### src/rtl/line_attack_scheduler.sv
// Battle-mode attack/garbage scheduler: turns row clears into attack lines and queues opponent garbage.
// Latency: every output is registered, so an input sampled at edge t shows up one cycle later.
// Backpressure: ins_req stays high until ins_ack arrives; send pulses and the garbage queue are never stalled.
module line_attack_scheduler #(
  parameter int MAX_PENDING = 7,
  parameter int PENDING_W   = 3,
  parameter int HOLE_STEP   = 3
) (
  input  logic                 clk_6,
  input  logic                 rst,
  input  logic                 line_cleared,
  input  logic                 clear_done,
  input  logic                 game_addLine,
  output logic                 game_sendLine,
  output logic                 ins_req,
  input  logic                 ins_ack,
  output logic [9:0]           ins_row,
  output logic [PENDING_W-1:0] pending,
  output logic                 overflow
);

  typedef enum logic [1:0] {IDLE, COUNT, SEND, INSERT} state_t;

  localparam int CW = (PENDING_W > 3) ? PENDING_W : 3;
  localparam logic [PENDING_W-1:0] PMAX = PENDING_W'(MAX_PENDING);

  state_t               state, state_nxt;
  logic [2:0]           clr_cnt, clr_cnt_nxt, clr_eff, attack;
  logic [2:0]           send_cnt, send_cnt_nxt;
  logic [3:0]           hole, hole_nxt;
  logic [4:0]           hole_sum;
  logic [CW-1:0]        attack_w, pend_w, cancel_w;
  logic [PENDING_W-1:0] dec, pend_dec, pending_nxt;
  logic                 send_nxt, req_nxt, ovf_nxt;
  logic                 counting, clear_now, ack_now;

  always_ff @(posedge clk_6) begin
    if (rst) begin
      state         <= IDLE;
      clr_cnt       <= '0;
      send_cnt      <= '0;
      pending       <= '0;
      hole          <= '0;
      game_sendLine <= 1'b0;
      ins_req       <= 1'b0;
      overflow      <= 1'b0;
      ins_row       <= 10'h3FE;
    end else begin
      state         <= state_nxt;
      clr_cnt       <= clr_cnt_nxt;
      send_cnt      <= send_cnt_nxt;
      pending       <= pending_nxt;
      hole          <= hole_nxt;
      game_sendLine <= send_nxt;
      ins_req       <= req_nxt;
      overflow      <= ovf_nxt;
      ins_row       <= ~(10'd1 << hole_nxt);
    end
  end

  always_comb begin
    state_nxt    = state;
    clr_cnt_nxt  = clr_cnt;
    send_cnt_nxt = send_cnt;
    hole_nxt     = hole;
    send_nxt     = 1'b0;
    req_nxt      = ins_req;
    ovf_nxt      = overflow;
    dec          = '0;

    counting  = (state == IDLE) || (state == COUNT);
    clear_now = counting && clear_done;
    ack_now   = (state == INSERT) && ins_req && ins_ack;

    // A clear landing in the same cycle as clear_done still counts toward the attack.
    clr_eff = clr_cnt;
    if (counting && line_cleared && (clr_cnt != 3'd4))
      clr_eff = clr_cnt + 3'd1;

    case (clr_eff)
      3'd2:    attack = 3'd1;
      3'd3:    attack = 3'd2;
      3'd4:    attack = 3'd4;
      default: attack = 3'd0;
    endcase

    attack_w = CW'(attack);
    pend_w   = CW'(pending);
    cancel_w = (attack_w < pend_w) ? attack_w : pend_w;

    if (clear_now)
      dec = PENDING_W'(cancel_w);
    else if (ack_now)
      dec = PENDING_W'(1);

    // Decrement first, then add; overflow only when a full queue gets no relief.
    pend_dec    = pending - dec;
    pending_nxt = pend_dec;
    if (game_addLine) begin
      if (pend_dec >= PMAX) begin
        pending_nxt = PMAX;
        if (dec == '0)
          ovf_nxt = 1'b1;
      end else begin
        pending_nxt = pend_dec + PENDING_W'(1);
      end
    end

    hole_sum = 5'(hole) + 5'(HOLE_STEP);

    case (state)
      IDLE, COUNT: begin
        clr_cnt_nxt = clr_eff;
        if (line_cleared)
          state_nxt = COUNT;
        if (clear_done) begin
          clr_cnt_nxt  = '0;
          send_cnt_nxt = 3'(attack_w - cancel_w);
          if (attack_w != cancel_w) begin
            state_nxt = SEND;
            send_nxt  = 1'b1;
          end else if (pending_nxt != '0) begin
            state_nxt = INSERT;
            req_nxt   = 1'b1;
          end else begin
            state_nxt = IDLE;
          end
        end
      end
      SEND: begin
        if (game_sendLine) begin
          send_cnt_nxt = send_cnt - 3'd1;
        end else if (send_cnt != 3'd0) begin
          send_nxt = 1'b1;
        end else if (pending_nxt != '0) begin
          state_nxt = INSERT;
          req_nxt   = 1'b1;
        end else begin
          state_nxt = IDLE;
        end
      end
      INSERT: begin
        if (ins_req) begin
          if (ins_ack) begin
            req_nxt  = 1'b0;
            hole_nxt = (hole_sum >= 5'd10) ? 4'(hole_sum - 5'd10) : 4'(hole_sum);
          end
        end else if (pending_nxt != '0) begin
          req_nxt = 1'b1;
        end else begin
          state_nxt = IDLE;
        end
      end
      default: state_nxt = IDLE;
    endcase
  end

endmodule

### config.mk
export PLATFORM = sky130hd
export DESIGN_NAME = line_attack_scheduler
export DESIGN_NICKNAME = d
export VERILOG_FILES = /design/src/rtl/line_attack_scheduler.sv
export SDC_FILE = /design/constraint.sdc
export NUM_CORES = 1
export LEC_CHECK = 0
export ABC_AREA = 1
export CORE_ASPECT_RATIO = 0.75
export CORE_MARGIN = 1.5
export CORE_UTILIZATION = 52
export CTS_BUF_LIST = sky130_fd_sc_hd__clkbuf_2
export DETAILED_ROUTE_END_ITERATION = 8
export PLACE_DENSITY = 0.78
export RECOVER_POWER = 50
export SYNTH_ARGS = -nofsm -noshare
export SYNTH_HDL_FRONTEND = slang
export SYNTH_SLANG_ARGS = --single-unit
### constraint.sdc
create_clock -name clk_6 -period 3.6 [get_ports clk_6]
set_input_delay 0.36 -clock clk_6 [delete_from_list [all_inputs] [get_ports clk_6]]
set_output_delay 0.36 -clock clk_6 [all_outputs]
set_load 0.01 [all_outputs]
# After elaboration in Yosys (flattened, before gate mapping)
# Index checks and enable logic that the tools add are counted.
totals:
  regBits: 28
  inputBits: 6
  wordCells: 91
classes:
  addsub: 7
  n_lt_le_gt_ge: 3
  eq_ne: 16
  n_shift: 1
  n_mux: 38
  bitwise: 1
  reduce_logical: 16
ops:
  columns: ["operator", "count"]
  rows:
  - ["two-way mux 3 bit", 8]
  - ["two-way mux 2 bit", 8]
  - ["two-way mux 4 bit", 4]
  - ["inequality test 2 bit, second input constant", 7]
  - ["two-way mux 1 bit", 13]
  - ["inverter 10 bit", 1]
  - ["<< shifter 1 x 4 -> 10 bit, first input constant", 1]
  - ["case mux 3 bit (3 select lines)", 1]
  - ["adder 3 x 1 -> 3 bit, second input constant", 2]
  - ["== test 3 x 2 -> 1 bit, second input constant", 2]
  - ["inequality test 3 bit, second input constant", 2]
  - ["case mux 2 bit (3 select lines)", 1]
  - ["case mux 3 bit (2 select lines)", 1]
  - ["AND reduction 3 bit", 2]
  - ["nonzero test 3 bit", 2]
  - ["subtractor 3 bit", 2]
  - ["adder 4 x 2 -> 5 bit, second input constant", 1]
  - ["greater-or-equal comparator 5 x 4 -> 1 bit, second input constant", 1]
  - ["logical AND 1 bit", 5]
  - ["AND reduction 5 bit", 1]
  - ["== test 2 bit, second input constant", 2]
  - ["AND reduction 4 bit", 1]
  - ["subtractor 4 bit, second input constant", 1]
  - ["== test 3 bit, second input constant", 1]
  - ["other kinds (12)", 12]

# Logic depth before layout (Yosys ltp)
# Gate-level depths: netlist of the first run.
logic_depth:
  ltp_word: 19
  mapped_depth: 34

# Worst setup path before layout of the first run
# Ideal clock, no wire load.
synth_timing:
  path_kind: "register -> register"
  start: "reg clr_cnt[0]"
  end: "reg state[1]"
  setup_ns: 0.128
  t_arrival_ns: 3.818
  path_slack_ns: -0.345
  path_stages_with_launch: 30
  path_buffers: 0
  period_less_slack_ns: 3.945
  path_cell_list: "dfxtp_1 inv_1 ha_1 nand2_1 nand3_2 nand2_1 nand2_2 nor3_1 ha_1 a21oi_1 nand2_2 nand2_1 nand3_1 nand2_1 ha_1 inv_1 fa_1 xnor2_1 nand2_1 nand2_1 inv_1 ha_1 nor2_1 nand3_1 nand2_1 nand3_2 nand2_1 nand3_1 a21oi_1 nor2_1"
synth_via:
  elab_chain_cells: 17
  word_cells_on_any_way: 26
  cone_classes: "3 x add/sub; 2 x order compare; 6 x eq/ne; 12 x mux; 3 x reduce/logical"
synth_rtl:
  columns: ["element", "line", "rtl"]
  rows:
  - ["from (decl)", "28", "logic [2:0] clr_cnt, clr_cnt_nxt, clr_eff, attack;"]
  - ["from (signal assigned)", "50", "clr_cnt <= clr_cnt_nxt;"]
  - ["parallel branches: the longest is 2 deep, another holds adder 3 x 1 -> 3 bit", null, null]
  - ["two-way mux 3 bit *", "77", "if (counting && line_cleared && (clr_cnt != 3'd4))"]
  - ["== test 3 bit / == test 3 x 2 -> 1 bit (equally long branches)", "80", "case (clr_eff)"]
  - ["case mux 3 bit (3 select lines) *", "80", null]
  - ["< comparator 3 bit", "89", "cancel_w = (attack_w < pend_w) ? attack_w : pend_w;"]
  - ["two-way mux 3 bit", "89", null]
  - ["two-way mux 3 bit", "91", "if (clear_now)"]
  - ["subtractor 3 bit", "97", "pend_dec = pending - dec;"]
  - ["adder 3 x 1 -> 3 bit / greater-or-equal comparator 3 bit (equally long branches)", "105, 100", null]
  - ["two-way mux 3 bit", "100", "if (pend_dec >= PMAX) begin"]
  - ["two-way mux 3 bit", "99", "if (game_addLine) begin"]
  - ["nonzero test 3 bit", "122, 135, 148", null]
  - ["two-way mux 2 bit", "122, 135", null]
  - ["two-way mux 2 bit (on tied branches)", "133, 119", null]
  - ["two-way mux 2 bit (on tied branches)", "131, 116", null]
  - ["case mux 2 bit (3 select lines)", "111", "case (state)"]
  - ["to (signal assigned)", "49", "state <= state_nxt;"]
  - ["to (decl)", "27", "state_t state, state_nxt;"]
# Every way passes the cells marked *. The select of a mux whose other input is x is not followed.
# A chain may end at the register's enable or synchronous reset.

# Worst setup path in the final report of the first run
layout_timing:
  start: "reg clr_cnt[1]"
  end: "reg state[0]"
# The elaborated chain is that of the path after synthesis.

==> summary.txt, run 1 <==
Status
  – Status: finished with violations
  – Failing checks: negative setup slack

Cells and area
  – Final net count: 341
  – Layout cell share with drive strength beyond 1: 33.4%
  – Area growth syn-to-layout: 48.4%
  – Filler cells: 228
  – Final Cell Area: 2610 um2
  – ANT cells: 0
  – Final cell count without fillers: 357

STA
  – Layout Skew: 23.9 ps
  – Fmax: 242 MHz
  – Setup Viol. Count Final: 7
  – Final Cycle Share: 115%
  – Crit path time final: 4130 ps
  – Fin. Hold Viols: 0
  – Fin. max-slew vios: 0
  – Worst-Margin Slew: 601 ps
  – Setup WS post-layout: -526 ps
  – RSZ-0062 raised after global routing: yes
  – Min Hold Slack: 512 ps
  – Max transition margin: 59.8%

Placement
  – # port buffers: 21
  – Placed insts: 335
  – GPL Wtd Cong: 0.868
  – Cell Area, Placed: 2250 um2
  – HPWL after DPL: 3.10 mm

Yosys
  – Netlist cell types: 33
  – Synth Area in XOR/XNOR: 2.99%
  – Largest family of logic cells by synthesized area: simple AND/OR/NAND/NOR gates
  – Post-Syn Instances: 250
  – Synth top area cells: dfxtp_1 (32%), nand2_1 (14%), ha_1 (11%), inv_1 (8.6%), nor2_1 (6.0%)
  – Compound-Gate Fraction of Synth Area: 7.63%
  – Mux cell area share after synthesis: 0%
  – Syn_nets: 273
  – Top-area cell type share of the netlist area: 31.9%
  – Synthesis Warnings: 0
  – Adder-cell share of the synthesized area: 13.0%
  – Yosys top cell by area: dfxtp_1
  – Yosys reg bits: 28
  – Post-synthesis simple-gate area fraction: 34.9%
  – Sequential share of the synthesized area: 31.9%
  – Synth Area per Inst: 7.02 um2
  – Synthesized cell area: 1760 um2

Floorplan
  – Core box area: 3270 um2
  – Die H: 53.3 um
  – Io pins: 22
  – Die W: 70.1 um
  – Starting Density: 53.8%
  – Row cnt: 18
  – Die area: 3740 um2

Detailed routing
  – Post-Route WL: 5.12 mm
  – Vias: 1873
  – Initial DRT Pass Iterations: 4
  – Avg WL per Cell: 14.3 um
  – Drc violations: 0
  – Final antenna-violating net count: 0
  – Vias per inst: 5.25
  – DRT iter0 DRCs: 101

Clock network
  – Reg clk slew, reported paths: 280 ps
  – Clk root buf: clkbuf_2
  – Clock Latency Late Sink: 390 ps
  – Largest buffer count on any clock path: 2
  – CTS tree: done
  – Htree depth: 1
  – CTS sink count: 28
  – CTS buffer count: 3

Worst hold path
  – Hold WC Path Type: flip-flop to flip-flop

Global routing
  – Number of global-route vias before repair: 1685
  – Largest net degree at the start of global routing: 17
  – Antenna violations before repair: 0
  – First-pass GRT wire length: 7.67 mm
  – GRT Util Overall: 26.2%
  – Gr ovfl total: 0

Run
  – Max-cap violations: 0

Setup path
  – Most common cell on crit path: nand2_2
  – CP arrival: 4460 ps
  – Critical path type: flip-flop to flip-flop
  – CP top delay family: simple AND/OR/NAND/NOR gates
  – Worst setup SP type: flip-flop
  – CP max stage cell: dfxtp_2
  – Critical path fanouts, max: 4
  – Number of buffer and inverter stages on the critical path: 6
  – Element type at the critical path end: flip-flop
  – CP Data Required Time: 3930 ps
  – Critical Path Max Stage Delay: 420 ps

Pwr
  – Switching power: 0.990 mW
  – P_int: 1.31 mW
  – Seq pwr share: 18.6%
  – Sw Share: 43.0%
  – Combinational share of power: 73.1%
  – Total chip power: 2.30 mW
  – Pwr/cell area: 883 nW/um2
  – Peak supply drop: 0.698 mV
  – Leakage power: 1.23 nW
  – Clk pwr share: 8.4%
[final cells by class]
class	instances	area (um2)	share of cell area (%)
sequential	28	563	21.6
clock buffer	3	15.0	0.576
multi-input combinational	178	1220	46.9
timing repair buffer	64	556	21.3
tap	40	50.0	1.92
clock inverter	1	30.0	1.15
inverter	43	169	6.48
[sequential cells by signal, summed over array words and instances (netlist names)]
name	cells
ins_row	10
hole	4
clr_cnt	3
pending	3
send_cnt	3
state	2
game_sendLine	1
ins_req	1
overflow	1
[cell usage after synthesis, drive strengths merged]
| library cell | n |
|---|---|
| ha | 15 |
| o211ai | 1 |
| a21oi | 12 |
| nor3 | 3 |
| o21ai | 6 |
| nand4 | 5 |
| inv | 43 |
| and2 | 1 |
| nand3 | 17 |
| clkbuf | 1 |
| nor2 | 29 |
| o21a | 1 |
| xnor2 | 3 |
| nand2 | 71 |
| dfxtp | 28 |
| xor2 | 3 |
| a31oi | 1 |
| or2 | 4 |
| nand3b | 1 |
| fa | 2 |
| nor4 | 2 |
| a211oi | 1 |
[worst paths after layout]
kind	slack [ps]	from	end	cells past startpoint
setup / recovery	-530	clr_cnt[1]$_SDFFE_PP0N_	state[0]$_SDFFE_PP0P_	32
hold / removal	510	overflow$_SDFFE_PP0P_	overflow$_SDFFE_PP0P_	2
setup reg to reg	-530	clr_cnt[1]$_SDFFE_PP0N_	state[0]$_SDFFE_PP0P_	32
hold reg to reg	510	overflow$_SDFFE_PP0P_	overflow$_SDFFE_PP0P_	2
[layout by cell type (no fill, tap or decap), drive strengths merged, types with 2 or more instances in the layout]
master,count
nand2,71
buf,43
inv,43
nor2,29
dfxtp,28
clkdlybuf4s50,21
nand3,17
ha,15
a21oi,12
o21ai,6
nand4,5
or2,4
xor2,3
clkbuf,3
xnor2,3
nor3,3
nor4,2
fa,2
[repair_timing]
item	in CTS	in global routing
endpoints found under the setup margin	6	7
pin swaps	16	23
gates resized for setup	11	29
setup buffers	15	4
hold buffers	0	0
hold endpoints to repair	0	0
[power by group through the flow]
| stage | clock network [mW] | logic [mW] | registers [mW] |
|---|---|---|---|
| 4_1_cts | 0.194 | 1.33 | 0.421 |
| 3_3_place_gp | 0 | 1.06 | 0.426 |
| 3_5_place_dp | 0 | 1.09 | 0.428 |
| 5_1_grt | 0.207 | 1.80 | 0.435 |
| 6_report | 0.192 | 1.68 | 0.428 |
| 2_1_floorplan | 0 | 0.679 | 0.435 |
[logic make-up (layout without fill, tap and decap cells)]
group / count (synthesis) / in the layout
xor+xnor: 6 / 6
flops: 28 / 28
fa+ha+maj: 17 / 17
compound gates: 22 / 22
simple gates: 133 / 133
buf+inv: 44 / 111
[metal layers]
layer / GRT usage [%] / wire length, um
met1: 33.5 / 2130
met3: 4.38 / 218
met2: 47.0 / 2650
met5: 0 / 0
met4: 5.77 / 117
[worst register-to-register path: cells and delay by family (launching register included)]
family	cells	cell delay, ps
buffers and inverters	6	280
XOR/XNOR	1	160
AND/OR/NAND/NOR	20	2040
adder cells (fa/ha/maj)	5	1220
flip-flops	1	420
[through the flow]
step                      worst slack [ps]  utilization, %  setup TNS [ps]
final                                 -526            79.8           -2130
after global routing                  -788            79.8           -3600
after CTS                             -325            75.7           -1050
after detailed placement              -747            68.9           -3550
after global placement                -596            68.9           -2670
after floorplan                      -54.7               -           -73.7
Power figures use the tool's default switching activity.
==> run 2: changes to the inputs <==
--- a/config.mk
+++ b/config.mk
@@ -6,6 +6,7 @@
 export NUM_CORES = 1
 export LEC_CHECK = 0
 export ABC_AREA = 1
+export CAP_MARGIN = 30
 export CORE_ASPECT_RATIO = 0.75
 export CORE_MARGIN = 1.5
 export CORE_UTILIZATION = 52
==> results of run 2 <==
Same layout as run 1: the final DEF is identical, and so are final timing and power.
==> run 3: changes to the inputs <==
--- a/config.mk
+++ b/config.mk
@@ -9,10 +9,10 @@
 export CAP_MARGIN = 30
 export CORE_ASPECT_RATIO = 0.75
 export CORE_MARGIN = 1.5
-export CORE_UTILIZATION = 52
+export CORE_UTILIZATION = 47
 export CTS_BUF_LIST = sky130_fd_sc_hd__clkbuf_2
 export DETAILED_ROUTE_END_ITERATION = 8
-export PLACE_DENSITY = 0.78
+export PLACE_DENSITY = 0.72
 export RECOVER_POWER = 50
 export SYNTH_ARGS = -nofsm -noshare
 export SYNTH_HDL_FRONTEND = slang
==> summary.txt, run 3 (synthesized netlist as in run 1, its figures left out) <==
Pwr
  – Total chip power: 2.11 mW (-8.4%)
  – Leakage power: 1.20 nW (-2.8%)
  – Pwr/cell area: 810 nW/um2 (-8.2%)
  – Peak supply drop: 0.649 mV (-7.0%)

Detailed routing
  – Initial DRT Pass Iterations: 5 (+1)
  – Avg WL per Cell: 12.3 um (-14%)
  – Drc violations: 0 (unchanged)
  – Vias: 1783 (-4.8%)
  – Uppermost routed layer: met4
  – Wl on met1: 2.03 mm (-4.8%)
  – Final antenna-violating net count: 0 (unchanged)
  – DRT iter0 DRCs: 81 (-20%)
  – Met2 Wirelength: 2.30 mm (-13%)
  – Vias per inst: 4.79 (-8.6%)
  – WL met3: 171 um (-22%)
  – Post-Route WL: 4.57 mm (-11%)

STA
  – Layout Skew: 5.07 ps (-18.9 ps)
  – Max transition margin: 62.7% (+2.9 points)
  – RSZ-0062 raised after global routing: yes
  – Fin. max-slew vios: 0 (unchanged)
  – Setup WS post-layout: -392 ps (+134 ps)
  – Setup TNS: -1860 ps (+268 ps)
  – Worst-Margin Slew: 558 ps (-43.2 ps)
  – Fmax: 251 MHz (+3.4%)
  – Crit path time final: 3990 ps (-134 ps)
  – Fin. Hold Viols: 0 (unchanged)
  – Final Cycle Share: 111% (-3.7 points)
  – Setup Viol. Count Final: 7 (unchanged)

Clock network
  – Hold-fix buffers, CTS: 0 (unchanged)
  – Clk root buf: clkbuf_2
  – Clock Latency Late Sink: 370 ps (-20 ps)
  – Htree depth: 1 (unchanged)
  – CTS sink count: 28 (unchanged)
  – Reg clk slew, reported paths: 250 ps (-30 ps)
  – CTS tree: done
  – CTS buffer count: 3 (unchanged)
  – Largest buffer count on any clock path: 2 (unchanged)

Cells and area
  – ANT cells: 0 (unchanged)
  – Biggest regs: ins_row x10, hole x4
  – Multi-input gate area: 1220 um2 (-0.10%)
  – Most frequent cells in the layout: nand2_1 (52), buf_4 (44), inv_1 (32)
  – Filler cells: 303 (+33%)
  – Storage element area: 563 um2 (unchanged)
  – Final cell count without fillers: 372 (+4.2%)
  – Max reg flops: 10 (unchanged)
  – Area growth syn-to-layout: 48.1%
  – Post-layout util: 72.0% (-7.8 points)
  – Final net count: 344 (+0.88%)
  – Commonest non-fill, non-tap cell in the layout: nand2_1
  – Layout cell share with drive strength beyond 1: 34.7% (+1.2 points)
  – Reg with most FFs: ins_row

Floorplan
  – Starting Density: 48.6% (-5.2 points)
  – Row cnt: 19 (+1)
  – Die H: 55.9 um (+4.9%)
  – Die area: 4110 um2 (+10%)
  – Io pins: 22 (unchanged)
  – Die W: 73.6 um (+5.0%)
  – Core box area: 3610 um2 (+11%)

Global routing
  – GRT Util Overall: 22.7% (-3.5 points)
  – Antenna violations before repair: 0 (unchanged)
  – Gr ovfl total: 0 (unchanged)
  – Largest net degree at the start of global routing: 16 (-1)
  – First-pass GRT wire length: 7.30 mm (-4.8%)
  – Number of global-route vias before repair: 1671 (-0.83%)

Placement
  – GPL Wtd Cong: 0.822 (-5.3%)
  – HPWL after DPL: 3.20 mm (+3.2%)
  – # port buffers: 21 (unchanged)
  – Placed insts: 349 (+4.2%)

Setup path
  – CP max stage cell: dfxtp_2
  – Critical path fanouts, max: 4 (unchanged)
  – Most common cell on crit path: nand2_2
  – CP arrival: 4290 ps (-170 ps)
  – Critical path type: flip-flop to flip-flop
  – CP Data Required Time: 3900 ps (-30 ps)
  – Worst setup SP type: flip-flop
  – Element type at the critical path end: flip-flop
  – Critical Path Max Stage Delay: 410 ps (about the same)

Status
  – Status: finished with violations
  – Failing checks: negative setup slack

Run
  – Max-cap violations: 0 (unchanged)

Worst hold path
  – Hold WC Path Type: flip-flop to flip-flop
-- run 3: cell count changes in the layout (fill, tap and decap cells not counted), moves of 2 or more --
cell / previous run / this run
dlygate4sd3_1: 0 / 13
buf_4: 37 / 44
nand2_1: 54 / 52
clkdlybuf4s50_1: 21 / 8
nand2_2: 9 / 15
nand2_4: 8 / 4
buf_6: 6 / 2
-- run 3: layout make-up --
class | instances | share of cell area, %
clock inverter | 1 | 0.144
tap | 52 | 2.50
sequential | 28 | 21.7
timing repair buffer | 67 | 21.7
multi-input combinational | 178 | 47.0
inverter | 43 | 6.50
clock buffer | 3 | 0.577
-- run 3: worst paths after layout --
path,from,end,slack (ps),cells past startpoint
hold / removal,overflow$_SDFFE_PP0P_,overflow$_SDFFE_PP0P_,510,2
setup reg to reg,clr_cnt[0]$_SDFFE_PP0N_,ins_req$_SDFFE_PP0P_,-390,31
hold reg to reg,overflow$_SDFFE_PP0P_,overflow$_SDFFE_PP0P_,510,2
setup / recovery,clr_cnt[0]$_SDFFE_PP0N_,ins_req$_SDFFE_PP0P_,-390,31
-- run 3: layer usage --
| layer | GRT usage, % | vias to the layer above |
|---|---|---|
| met5 | 0 | - |
| met2 | 38.2 | 33 |
| met1 | 30.0 | 822 |
| met3 | 3.80 | 8 |
| met4 | 5.56 | 0 |
| li1 | - | 920 |
-- run 3: through the flow --
step | setup slack (ps) | hold slack [ps] | cell area [um2]
after floorplan | -54.7 | 438 | 1800
after global placement | -616 | 461 | 2280
after detailed placement | -749 | 465 | 2280
after CTS | -228 | 506 | 2500
after global routing | -612 | 570 | 2600
final | -392 | 511 | 2600
-- run 3: power breakdown --
part | internal, mW | leakage [nW] | switching, mW
registers | 0.370 | 0.230 | 0.0457
clock network | 0.0241 | 0.0140 | 0.0916
logic | 0.796 | 0.954 | 0.779
total | 1.19 | 1.20 | 0.917
-- run 3: timing repair --
action | 4_1_cts | 5_1_grt
buffers inserted | 15 | 6
pin swaps | 27 | 23
gates resized for setup | 24 | 13
setup endpoints to repair | 7 | 7
gates cloned | 0 | 0
-- run 3: worst max-delay path: cells and delay by family (launching register included) --
family / cells / cell delay, ps
flip-flops: 1 / 410
adder cells (fa/ha/maj): 4 / 920
AND/OR/NAND/NOR: 17 / 1610
buffers and inverters: 9 / 770
XOR/XNOR: 1 / 170
